$ cat src/rtl/seg_wb_writer.sv
// seg_wb_writer
// Wishbone pipelined initiator that copies a 32-bit value onto an 8-digit
// segment display. It does this as eight single-beat writes, one per digit
// register, at BASE + 4*i. Digit i receives {27'h0, blank[i], value[4i+3:4i]}.
//
// Ports:
//   clk_i, rst_i        clock; asynchronous active-high reset
//   start_i             request an update (sampled only while idle)
//   value_i, blank_i    value / per-digit blank flags, latched on start
//   busy_o              sequence in flight
//   done_o              one-cycle pulse when a sequence ends (ok or aborted)
//   err_o               sticky ack-timeout flag, cleared by the next start
//   wb_*                Wishbone pipelined initiator port (write only)
//
// Parameters:
//   BASE     byte address of digit 0
//   TIMEOUT  max cycles from request issue to ack; 0 disables the timeout
module seg_wb_writer #(
  parameter logic [31:0] BASE    = 32'h0,
  parameter int unsigned TIMEOUT = 16
) (
  input  logic        clk_i,
  input  logic        rst_i,
  input  logic        start_i,
  input  logic [31:0] value_i,
  input  logic [7:0]  blank_i,
  output logic        busy_o,
  output logic        done_o,
  output logic        err_o,
  output logic        wb_cyc_o,
  output logic        wb_stb_o,
  output logic        wb_we_o,
  output logic [31:0] wb_adr_o,
  output logic [31:0] wb_dat_o,
  output logic [3:0]  wb_sel_o,
  input  logic        wb_stall_i,
  input  logic        wb_ack_i
);

  // The counter only ever needs to hold 0 .. TIMEOUT-1; the abort fires on
  // the edge that would take it to TIMEOUT.
  localparam int unsigned TW = (TIMEOUT > 1) ? $clog2(TIMEOUT) : 1;
  localparam logic [TW-1:0] TLAST = TW'(TIMEOUT - 1);
  localparam bit TIMEOUT_EN = (TIMEOUT != 0);

  typedef enum logic [1:0] {IDLE, REQ, WAIT} state_t;

  state_t        state, state_n;
  logic [2:0]    idx, idx_n;
  logic [31:0]   val_q, val_n;
  logic [7:0]    blank_q, blank_n;
  logic [TW-1:0] tcnt, tcnt_n;

  logic        busy_n, done_n, err_n, cyc_n, stb_n, we_n;
  logic [31:0] adr_n, dat_n;
  logic [3:0]  sel_n;

  logic accepted;
  logic beat_ack;

  function automatic logic [31:0] digit_addr(input logic [2:0] i);
    return BASE + {27'h0, i, 2'b00};
  endfunction

  function automatic logic [31:0] digit_data(input logic [31:0] v,
                                             input logic [7:0]  b,
                                             input logic [2:0]  i);
    return {27'h0, b[i], v[{i, 2'b00} +: 4]};
  endfunction

  // An ack only counts once the current request has left REQ: either in
  // WAIT, or on the very edge the slave takes the request (stall low).
  assign accepted = (state == REQ) && !wb_stall_i;
  assign beat_ack = wb_ack_i && (accepted || (state == WAIT));

  // Next-state and next-output logic. Every output is computed here and
  // registered below, so nothing on the bus is combinational.
  always_comb begin
    state_n = state;
    idx_n   = idx;
    val_n   = val_q;
    blank_n = blank_q;
    tcnt_n  = tcnt;
    busy_n  = busy_o;
    done_n  = 1'b0;
    err_n   = err_o;
    cyc_n   = wb_cyc_o;
    stb_n   = wb_stb_o;
    adr_n   = wb_adr_o;
    dat_n   = wb_dat_o;

    case (state)
      IDLE: begin
        if (start_i) begin
          val_n   = value_i;
          blank_n = blank_i;
          idx_n   = 3'd0;
          err_n   = 1'b0;
          tcnt_n  = '0;
          cyc_n   = 1'b1;
          stb_n   = 1'b1;
          adr_n   = digit_addr(3'd0);
          dat_n   = digit_data(value_i, blank_i, 3'd0);
          busy_n  = 1'b1;
          state_n = REQ;
        end
      end

      REQ, WAIT: begin
        if (beat_ack) begin
          tcnt_n = '0;
          if (idx != 3'd7) begin
            idx_n   = idx + 3'd1;
            stb_n   = 1'b1;
            adr_n   = digit_addr(idx + 3'd1);
            dat_n   = digit_data(val_q, blank_q, idx + 3'd1);
            state_n = REQ;
          end else begin
            cyc_n   = 1'b0;
            stb_n   = 1'b0;
            busy_n  = 1'b0;
            done_n  = 1'b1;
            state_n = IDLE;
          end
        end else if (TIMEOUT_EN && (tcnt == TLAST)) begin
          // Slave never answered: abandon the remaining digits.
          tcnt_n  = '0;
          cyc_n   = 1'b0;
          stb_n   = 1'b0;
          busy_n  = 1'b0;
          err_n   = 1'b1;
          done_n  = 1'b1;
          state_n = IDLE;
        end else begin
          tcnt_n = tcnt + 1'b1;
          if (accepted) begin
            stb_n   = 1'b0;
            state_n = WAIT;
          end
        end
      end

      default: state_n = IDLE;
    endcase

    we_n  = stb_n;
    sel_n = {4{stb_n}};
  end

  // State and output registers; reset drops the bus cycle immediately.
  always_ff @(posedge clk_i or posedge rst_i) begin
    if (rst_i) begin
      state    <= IDLE;
      idx      <= 3'd0;
      val_q    <= 32'h0;
      blank_q  <= 8'h0;
      tcnt     <= '0;
      busy_o   <= 1'b0;
      done_o   <= 1'b0;
      err_o    <= 1'b0;
      wb_cyc_o <= 1'b0;
      wb_stb_o <= 1'b0;
      wb_we_o  <= 1'b0;
      wb_adr_o <= 32'h0;
      wb_dat_o <= 32'h0;
      wb_sel_o <= 4'h0;
    end else begin
      state    <= state_n;
      idx      <= idx_n;
      val_q    <= val_n;
      blank_q  <= blank_n;
      tcnt     <= tcnt_n;
      busy_o   <= busy_n;
      done_o   <= done_n;
      err_o    <= err_n;
      wb_cyc_o <= cyc_n;
      wb_stb_o <= stb_n;
      wb_we_o  <= we_n;
      wb_adr_o <= adr_n;
      wb_dat_o <= dat_n;
      wb_sel_o <= sel_n;
    end
  end

endmodule

$ cat config.mk
export PLATFORM = sky130hd
export DESIGN_NAME = seg_wb_writer
export DESIGN_NICKNAME = d
export VERILOG_FILES = /design/src/rtl/seg_wb_writer.sv
export SDC_FILE = /design/constraint.sdc
export NUM_CORES = 1
export LEC_CHECK = 0
export BUFFER_PORTS_ARGS = -buffer_cell sky130_fd_sc_hd__clkbuf_2
export CORE_ASPECT_RATIO = 1.4
export CORE_MARGIN = 3
export CORE_UTILIZATION = 54
export DETAILED_ROUTE_END_ITERATION = 10
export GPL_ROUTABILITY_DRIVEN = 0
export PLACE_DENSITY = 0.95
export SKIP_LAST_GASP = 1
export SLEW_MARGIN = 0
export SYNTH_ARGS = -nofsm -noshare
export SYNTH_HDL_FRONTEND = slang
export SYNTH_SLANG_ARGS = --single-unit
$ cat constraint.sdc
create_clock -name clk_i -period 4.9 [get_ports clk_i]
set_input_delay 0.49 -clock clk_i [delete_from_list [all_inputs] [get_ports clk_i]]
set_output_delay 0.49 -clock clk_i [all_outputs]
set_load 0.005 [all_outputs]
# ---- Yosys cells after proc, flatten, opt, wreduce, memory -nomap -nowiden
# Index checks and enable logic that the tools add are counted.
dict set report totals {
  inputBits 45
  elab_cells 84
  ff_bits 118
  output_inout_bits 74
}
dict set report op_classes {
  add_sub_neg 2
  n_lt_le_gt_ge 1
  mux 43
  shifts 1
  reduce_logical 13
  n_eq_ne 12
}
# operator n
set op_table {}
lappend op_table {{$mux W32} 6}
lappend op_table {{$pmux W32 S2} 2}
lappend op_table {{$shiftx A32 B6 Y4} 1}
lappend op_table {{$mux W1} 18}
lappend op_table {{$mux W4} 3}
lappend op_table {{$reduce_and A4 Y1} 3}
lappend op_table {{$ne A2 B2 Y1 const B} 5}
lappend op_table {{$mux W3} 3}
lappend op_table {{$ne A3 B3 Y1 const B} 3}
lappend op_table {{$mux W2} 4}
lappend op_table {{$pmux W4 S2} 1}
lappend op_table {{$pmux W1 S2} 3}
lappend op_table {{$pmux W3 S2} 1}
lappend op_table {{$reduce_and A2 Y1} 3}
lappend op_table {{$add A4 B1 Y4 const B} 1}
lappend op_table {{$eq A4 B4 Y1 const B} 1}
lappend op_table {{$lt A3 B4 Y1 const B} 1}
lappend op_table {{$ne A4 B4 Y1 const B} 1}
lappend op_table {{$pmux W2 S2} 1}
lappend op_table {{$add A3 B1 Y3 const B} 1}
lappend op_table {{$bmux W1 S3} 1}
lappend op_table {{$eq A2 B1 Y1 const B} 1}
lappend op_table {{$eq A2 B2 Y1 const B} 1}
lappend op_table {{$logic_and A1 B1 Y1} 2}
lappend op_table {{5 further kinds} 5}

# ---- Depth between registers and ports, before layout
# Gate-level depths: netlist of the first run.
dict set report logic_depth {
  ltp_word 6
  mapped_depth 8
  mapped_depth_nobuf 6
}

# ---- Least setup slack after synthesis of the first run
# Ideal clock, no wire load.
dict set report synth_timing {
  kind {reg-to-reg}
  start {register idx[0]}
  end {register wb_dat_o[0]}
  path_stages_with_launch 8
  setup_ns 0.125
  setup_slack_ns 2.843
  required_time_ns 4.775
  t_arrival_ns 1.932
  n_path_buf 1
  period_less_slack_ns 2.057
  cell_sequence {dfrtp_1 ha_1 ha_1 buf_6 mux4_2 mux2i_1 a21oi_1 mux2_4}
}
dict set report synth_via {
  elab_chain_len 5
  elab_cells_between_ends 8
  cone_classes {add/sub: 1; eq/ne: 2; shift: 1; mux: 3; reduce/logical: 1}
}
# element line
set synth_rtl {}
lappend synth_rtl {{start: declaration} 49} ;# logic [2:0] idx, idx_n;
lappend synth_rtl {{start signal: assignment} 169} ;# idx <= idx_n;
lappend synth_rtl {{$add A3 B1 Y3} 116} ;# dat_n = digit_data(val_q, blank_q, idx + 3'd1);
lappend synth_rtl {{$shiftx A32 B6 Y4} 68} ;# return {27'h0, b[i], v[{i, 2'b00} +: 4]};
lappend synth_rtl {{$mux W32} 112} ;# if (idx != 3'd7) begin
lappend synth_rtl {{$mux W32} 110} ;# if (beat_ack) begin
lappend synth_rtl {{$pmux W32 S2} 92} ;# case (state)
lappend synth_rtl {{end signal: assignment} 180} ;# wb_dat_o <= dat_n;
lappend synth_rtl {{end: declaration} 34} ;# output logic [31:0] wb_dat_o,
# Several ways; a longest one is shown, not always the timed one. The select of a mux whose other input is x is not followed.
# A chain may end at the register's enable or synchronous reset.

# ---- Final worst setup path of the first run
dict set report layout_timing {
  start {register idx[0]}
  end {register wb_dat_o[2]}
}
# Same word-level chain as after synthesis.

==> out/metrics.csv, run 1 <==
stage,metric,value,unit
die,coreArea,5900,sq um
clock_tree,cts_resized,0,
placed_design,place_inst,401,
timing,skew,0.00629,ns
setup_path,worstSetupPathType,flop to flop,
grt,grt.overflow.total,0,
timing,fmax,0.355,GHz
clock_tree,clockBufferDepth,2,
setup_path,cp-end-kind,flop,
clock_tree,numCtsBuffers,9,
setup_path,critPathTopFamily,multiplexers,
synth,synth_largest_area_cell,dfrtp_1,
run,max_cap_violations,0,
finish,diodes,0,
setup_path,cp_max_fo,21,
clock_tree,h-tree-depth,3,
setup_path,required,5.12,ns
routing,drtIter0Drc,146,
synth,syn_inst,286,
setup_path,crit_buf_inv,0,
grt,grtUsageTotal,0.189,
finish,instances_no_fill,417,
routing,vias,2189,
timing,tns,0,ns
grt,grt_max_degree,59,
timing,setup_slack,2.08,ns
power_and_ir_drop,pwr-share-seq,0.413,
die,initial_core_util,0.563,
routing,routed_wl,6.44,mm
power_and_ir_drop,leakage,0.00172,uW
synth,synth_edf_count,0,
finish,nFillCells,490,
power_and_ir_drop,ir_worst_vdd,0.349,mV
power_and_ir_drop,p_comb_frac,0.392,
power_and_ir_drop,p_clk_frac,0.194,
finish,drive_gt1_frac,0.386,
timing,fin_crit,2.82,ns
synth,synth_top_area_share,0.437,
clock_tree,ctsHoldBuffers,0,
synth,synth.cell_area,3320,sq um
synth,ys_warn_count,0,
timing,worst_pin_slew,0.904,ns
die,chipWidth,72.3,microns
placed_design,dp_slack,2.10,ns
clock_tree,tritoncts,yes,
die,num_rows,33,
routing,via_per_inst,5.25,
placed_design,hpwl,4.72,mm
setup_path,crit_top_cell,ha_1,
timing,finalCritPeriodShare,0.575,
routing,wl_per_cell,15.4,microns
power_and_ir_drop,p_int,1360,uW
power_and_ir_drop,swShare,0.346,
min_path,worstHoldPathType,input port to async pin,
clock_tree,clk_pin_slew,0.07,ns
timing,finalHoldViolCount,0,
synth,synthTopCellsByArea,"dfrtp_1 44%, buf_4 15%, mux2_2 15%",
grt,antenna_found_initial,0,
setup_path,crit_path_cell_trace,ha_1 -> ha_1 -> mux4_2 -> mux2i_1 -> a21oi_1 -> mux2_4,
power_and_ir_drop,powerDensity,579,nW/um^2
timing,final-setup-viol-count,0,
setup_path,startpoint_type,flop,
die,die_y,98.8,microns
timing,finalMaxSlewViolations,0,
synth,synthArstFlopShare,1.00,
status,status,finished clean,
power_and_ir_drop,p_sw,717,uW
synth,ys_ff_latch,58,
timing,rsz0062_at_grt,false,
setup_path,slowest_stage,dfrtp_1,
timing,slew_headroom,0.397,
setup_path,max_stage_delay,0.71,ns
routing,drt_first_pass_iters,4,
synth,syn_avg_cell_area,11.6,sq um
finish,fin_util,0.606,
clock_tree,clkLatencyLatePin,0.33,ns
placed_design,io_buffers,62,
timing,hold_ws,0.330,ns
synth,yosysSeqAreaShare,0.437,
routing,drtAntennaViolNets,0,
finish,nNetsFinal,394,
synth,synth_cell_type_count,48,
die,die-area,7150,sq um
clock_tree,clockRootBuffer,clkbuf_8,
synth,synth-main-ff-cell,dfrtp_1,
routing,route.detailed.drc,0,
grt,grt_pass1_vias,2141,
clock_tree,post_cts_buffers,0,
clock_tree,cts_sinks,58,
finish,syn2layout_area_growth,7.72,%
setup_path,arrival,3.04,ns
die,num_io_pins,119,
grt,grt_pass1_wl,10.2,mm
==> per-stage QoR <==
| step | cell area [sq um] | total power, uW |
|---|---|---|
| global route | 3580 | 2210 |
| CTS | 3580 | 2080 |
| finish | 3580 | 2070 |
| detailed placement | 3400 | 1670 |
| floorplan | 3530 | 1520 |
| global placement | 3400 | 1620 |
==> worst min-delay path, stage by stage <==
cell and delay [ns]:
clkbuf_2 0.08, inv_2 0.03, buf_4 0.55
==> cells by family (layout without fill, tap and decap cells) <==
group	after synthesis	after routing	share of synthesized area
compound gates	35	35	0.0723
fa+ha+maj	7	7	0.0263
buf+inv	82	88	0.173
flops	58	58	0.437
mux	64	64	0.227
other cells	1	56	0.00113
simple gates	39	39	0.0636
==> final timing paths <==
path,startpoint,to,slack [ns],depth (start not counted)
setup / recovery,idx[0],wb_dat_o[2],2.08,6
hold / removal,rst_i,tcnt[0],0.33,3
setup reg to reg,idx[0],wb_dat_o[2],2.08,6
hold reg to reg,val_q[5],val_q[5],0.51,1
max in group asynchronous,rst_i,val_q[30],4.09,3
min in group clk_i,value_i[6],val_q[6],0.39,2
==> per-layer routing <==
layer  track usage  share of wire  up-vias
li1              -              -      999
met1         0.218           0.36     1044
met2         0.312           0.52      125
met3        0.0551          0.087       21
met4         0.101          0.036        0
met5             0              0        -
==> power groups by stage <==
stage | clock network [uW] | registers (uW) | logic [uW]
final | 403 | 857 | 814
after global routing | 436 | 881 | 891
after CTS | 410 | 855 | 817
after detailed placement | 0 | 862 | 810
after global placement | 0 | 846 | 769
after floorplan | 0 | 785 | 735
==> cells in the mapped netlist, types with 2 or more instances <==
master      n
dfrtp_1    58
and3_1      2
nand3b_1    2
nor2_1      7
a2111oi_0   3
o21ai_0    10
nand2_1    11
mux2_4      2
buf_4      65
nor2b_1     2
a21oi_1     6
buf_6       2
nand3_1     2
inv_1       7
ha_1        7
mux4_2      4
a2bb2oi_1   3
nand2b_1    3
mux2_2     43
mux2i_1    15
buf_2       3
o22ai_1     3
==> placed cells by master, fill, tap and decap left out, types with 4 or more instances in the layout <==
cell type  synthesis  final
conb_1             1     56
clkbuf_2           1     62
dfrtp_1           58     58
a21oi_1            6      6
mux2i_1           15     15
nand2_1           11     11
clkbuf_8           0     12
mux2_2            43     43
ha_1               7      7
inv_1              7      6
nor2_1             7      7
o21ai_0           10     10
mux4_2             4      4
==> cell type report <==
| class | instances | area, sq um | area share |
|---|---|---|---|
| Inverter | 8 | 30.0 | 0.00839 |
| Multi-Input combinational cell | 201 | 1500 | 0.420 |
| Timing Repair Buffer | 64 | 325 | 0.0908 |
| Clock inverter | 2 | 10.0 | 0.00280 |
| Clock buffer | 14 | 173 | 0.0482 |
| Tap cell | 70 | 87.6 | 0.0245 |
| Sequential cell | 58 | 1450 | 0.405 |
==> sequential cells by signal, indices dropped and copies added, names as in the netlist <==
| signal | cells |
|---|---|
| val_q | 32 |
| blank_q | 8 |
| wb_dat_o | 5 |
| tcnt | 4 |
| idx | 3 |
| state | 2 |
| done_o | 1 |
| err_o | 1 |
| wb_cyc_o | 1 |
| wb_sel_o | 1 |
(Power assumes the default switching activity.)
==> run 2, diff against run 1 <==
Settings changed: ABC_AREA from default to 1, CORE_UTILIZATION 54 to 50, PLACE_DENSITY 0.95 to 0.9.
Clock period 4.9 ns to 2.63 ns, I/O delays scaled along.
==> out/metrics.csv, run 2 <==
stage,metric,value,unit,change
grt,grtUsageTotal,0.189,,+0.000460
die,coreArea,6340,sq um,+7.4%
synth,synthTopCellsByCount,"173 x nand2_1, 64 x buf_4, 58 x dfrtp_1",,
die,die-area,7700,sq um,+7.8%
routing,drt_first_pass_iters,5,,+1
grt,grt.overflow.total,0,,unchanged
routing,drtAntennaViolNets,0,,unchanged
setup_path,max_stage_delay,0.61,ns,-0.10 ns
synth,synth_top_family_by_area,simple AND/OR/NAND/NOR gates,,
routing,drtIter0Drc,183,,+25%
finish,top_register,val_q,,
clock_tree,post_cts_buffers,0,,unchanged
setup_path,required,2.80,ns,-2.32 ns
routing,route.detailed.drc,0,,unchanged
placed_design,hpwl,5.13,mm,+8.5%
power_and_ir_drop,power,3890,uW,+87%
synth,synth_largest_area_cell,dfrtp_1,,
timing,finalMaxSlewViolations,0,,unchanged
finish,final_cell_mix,"173 x nand2_1, 62 x clkbuf_2, 58 x dfrtp_1",,
synth,synth.cell_area,3340,sq um,+0.34%
synth,synth_top_area_share,0.435,,-0.00147
timing,fmax,0.500,GHz,+41%
grt,grt_pass1_vias,2567,,+20%
setup_path,rr_startpoint,state[0],,
finish,largest_reg_flops,32,,unchanged
synth,synth-adder-area-share,0.0263,,-0.0000889
clock_tree,clk_pin_slew,0.06,ns,about the same
clock_tree,numCtsBuffers,9,,unchanged
placed_design,io_buffers,62,,unchanged
die,die_y,103,microns,+3.9%
clock_tree,tritoncts,yes,,
finish,syn2layout_area_growth,7.35,%,
finish,fin_util,0.565,,-0.0415
timing,finalHoldViolCount,0,,unchanged
finish,layout_commonest_cell,nand2_1,,
die,initial_core_util,0.526,,-0.0368
synth,synth_compound_area_frac,0.0544,,-0.0179
die,num_rows,34,,+3.0%
setup_path,slowest_stage,inv_2,,
routing,wl_per_cell,12.1,microns,-22%
finish,finalInstanceArea,3580,sq um,unchanged
timing,finalCritPeriodShare,0.760,,+0.185
power_and_ir_drop,ir_worst_vdd,0.657,mV,+88%
synth,yosysMostFrequentCell,nand2_1,,
synth,synth-main-ff-cell,dfrtp_1,,
synth,syn_inst,436,,+52%
clock_tree,clkLatencyLatePin,0.33,ns,about the same
run,max_cap_violations,0,,unchanged
synth,ys_warn_count,0,,unchanged
finish,diodes,0,,unchanged
timing,slew_headroom,0.456,,+0.0585
clock_tree,cts_sinks,58,,unchanged
timing,tns,0,ns,unchanged
routing,routed_wl,6.84,mm,+6.2%
power_and_ir_drop,leakage,0.00207,uW,+20%
setup_path,cp_max_fo,61,,+190%
setup_path,critPathTopFamily,buffers and inverters,,
grt,grt_max_degree,62,,+5.1%
finish,nNetsFinal,544,,+38%
min_path,worstHoldPathType,input port to flop,,
die,chipWidth,75.0,microns,+3.8%
timing,fin_crit,2.00,ns,-0.816 ns
synth,synthSimpleGateAreaFrac,0.271,,+0.208
synth,synth_cell_type_count,26,,-46%
setup_path,crit_start,state[0],,
routing,vias,2738,,+25%
synth,synthXorXnorAreaFrac,0.00525,,+0.00525
min_path,hp-start,value_i[19],,
routing,via_per_inst,4.83,,-8.0%
finish,drive_gt1_frac,0.184,,-0.202
synth,synthArstFlopShare,1.00,,unchanged
timing,skew,0.00667,ns,+0.000381 ns
synth,ys_ff_latch,58,,unchanged
clock_tree,clockBufferDepth,2,,unchanged
placed_design,placed_cell_area,3420,sq um,+0.59%
setup_path,crit_buf_inv,3,,+3
setup_path,startpoint_type,flop,,
setup_path,crit_path_cell_trace,inv_1 -> ha_1 -> nand2_1 -> buf_4 -> inv_2 -> o21ai_0,,
finish,reg_top3,"val_q (32), blank_q (8), wb_dat_o (5)",,
synth,synth.area.mux_share,0,,-0.227
grt,antenna_found_initial,0,,unchanged
synth,synthTopCellsByArea,"dfrtp_1 44%, nand2_1 19%, buf_4 14%",,
timing,rsz0062_at_grt,false,,
clock_tree,clockRootBuffer,clkbuf_8,,
clock_tree,h-tree-depth,3,,unchanged
timing,worst_pin_slew,0.815,ns,-0.0890 ns
finish,nFillCells,578,,+18%
synth,syn_avg_cell_area,7.65,sq um,-34%
timing,final-setup-viol-count,0,,unchanged
setup_path,cp-end-kind,flop,,
setup_path,worstSetupPathType,flop to flop,,
setup_path,arrival,2.17,ns,-0.87 ns
die,num_io_pins,119,,unchanged
power_and_ir_drop,powerDensity,1090,nW/um^2,+87%
grt,grt_pass1_wl,11.1,mm,+8.3%
synth,synth_edf_count,0,,unchanged
synth,yosysSeqAreaShare,0.435,,-0.00147
status,status,finished clean,,
## run 2: changes by cell type after synthesis, moves of 4 or more
cell,change
o21ai_0,+14
mux2_2,-43
inv_1,+24
mux2i_1,-15
mux4_2,-4
nand3_1,+33
nand2_1,+162
buf_2,+4
nand2_2,+5
## run 2: final cells by class
cell class                 instances  area, sq um  share of cell area
sequential                        58         1450               0.405
multi-input combinational        320         1400               0.391
timing repair buffer              67          350              0.0978
clock buffer                      14          153              0.0426
inverter                          36          135              0.0377
tap                               72         90.1              0.0252
## run 2: kinds of logic (layout without fill, tap and decap cells)
group           Yosys count  after routing
simple gates            222            222
compound gates           33             33
other cells               1             56
xor+xnor                  2              2
fa+ha+maj                 7              7
buf+inv                 113            117
flops                    58             58
## run 2: metrics by stage
step	setup WS [ns]	hold slack (ns)	cells
floorplan	0.939	0.373	491
global placement	0.735	0.199	552
detailed placement	0.629	0.206	552
CTS	0.621	0.109	567
global route	0.450	0.122	567
finish	0.631	0.124	567
## run 2: final timing paths
path / endpoint / slack (ns) / depth (start not counted)
worst max-delay path: val_q[20] / 0.63 / 6
worst min-delay path: val_q[19] / 0.12 / 3
worst max register to register: val_q[20] / 0.63 / 6
worst min register to register: val_q[27] / 0.48 / 2
max in group asynchronous: wb_cyc_o / 1.63 / 4
min in group asynchronous: val_q[22] / 0.40 / 3
## run 2: layer usage
layer,vias up,share of wire,global-route usage
met5,-,0,0
met4,0,0.035,0.110
met3,17,0.071,0.0478
met2,140,0.50,0.317
met1,1243,0.40,0.215
li1,1338,-,-
## run 2: where the power goes
group,switching (uW),internal (uW)
clock,312,359
sequential,208,1290
combinational,1120,596
## run 2: repair_timing
action	CTS	global route
gates resized for setup	0	0
hold endpoints to repair	12	0
hold buffers	1	0
## run 2: worst min-delay path: cells and delay by family
family / cells / cell delay [ns]
buffers and inverters: 1 / 0.07
AND/OR/NAND/NOR: 2 / 0.08
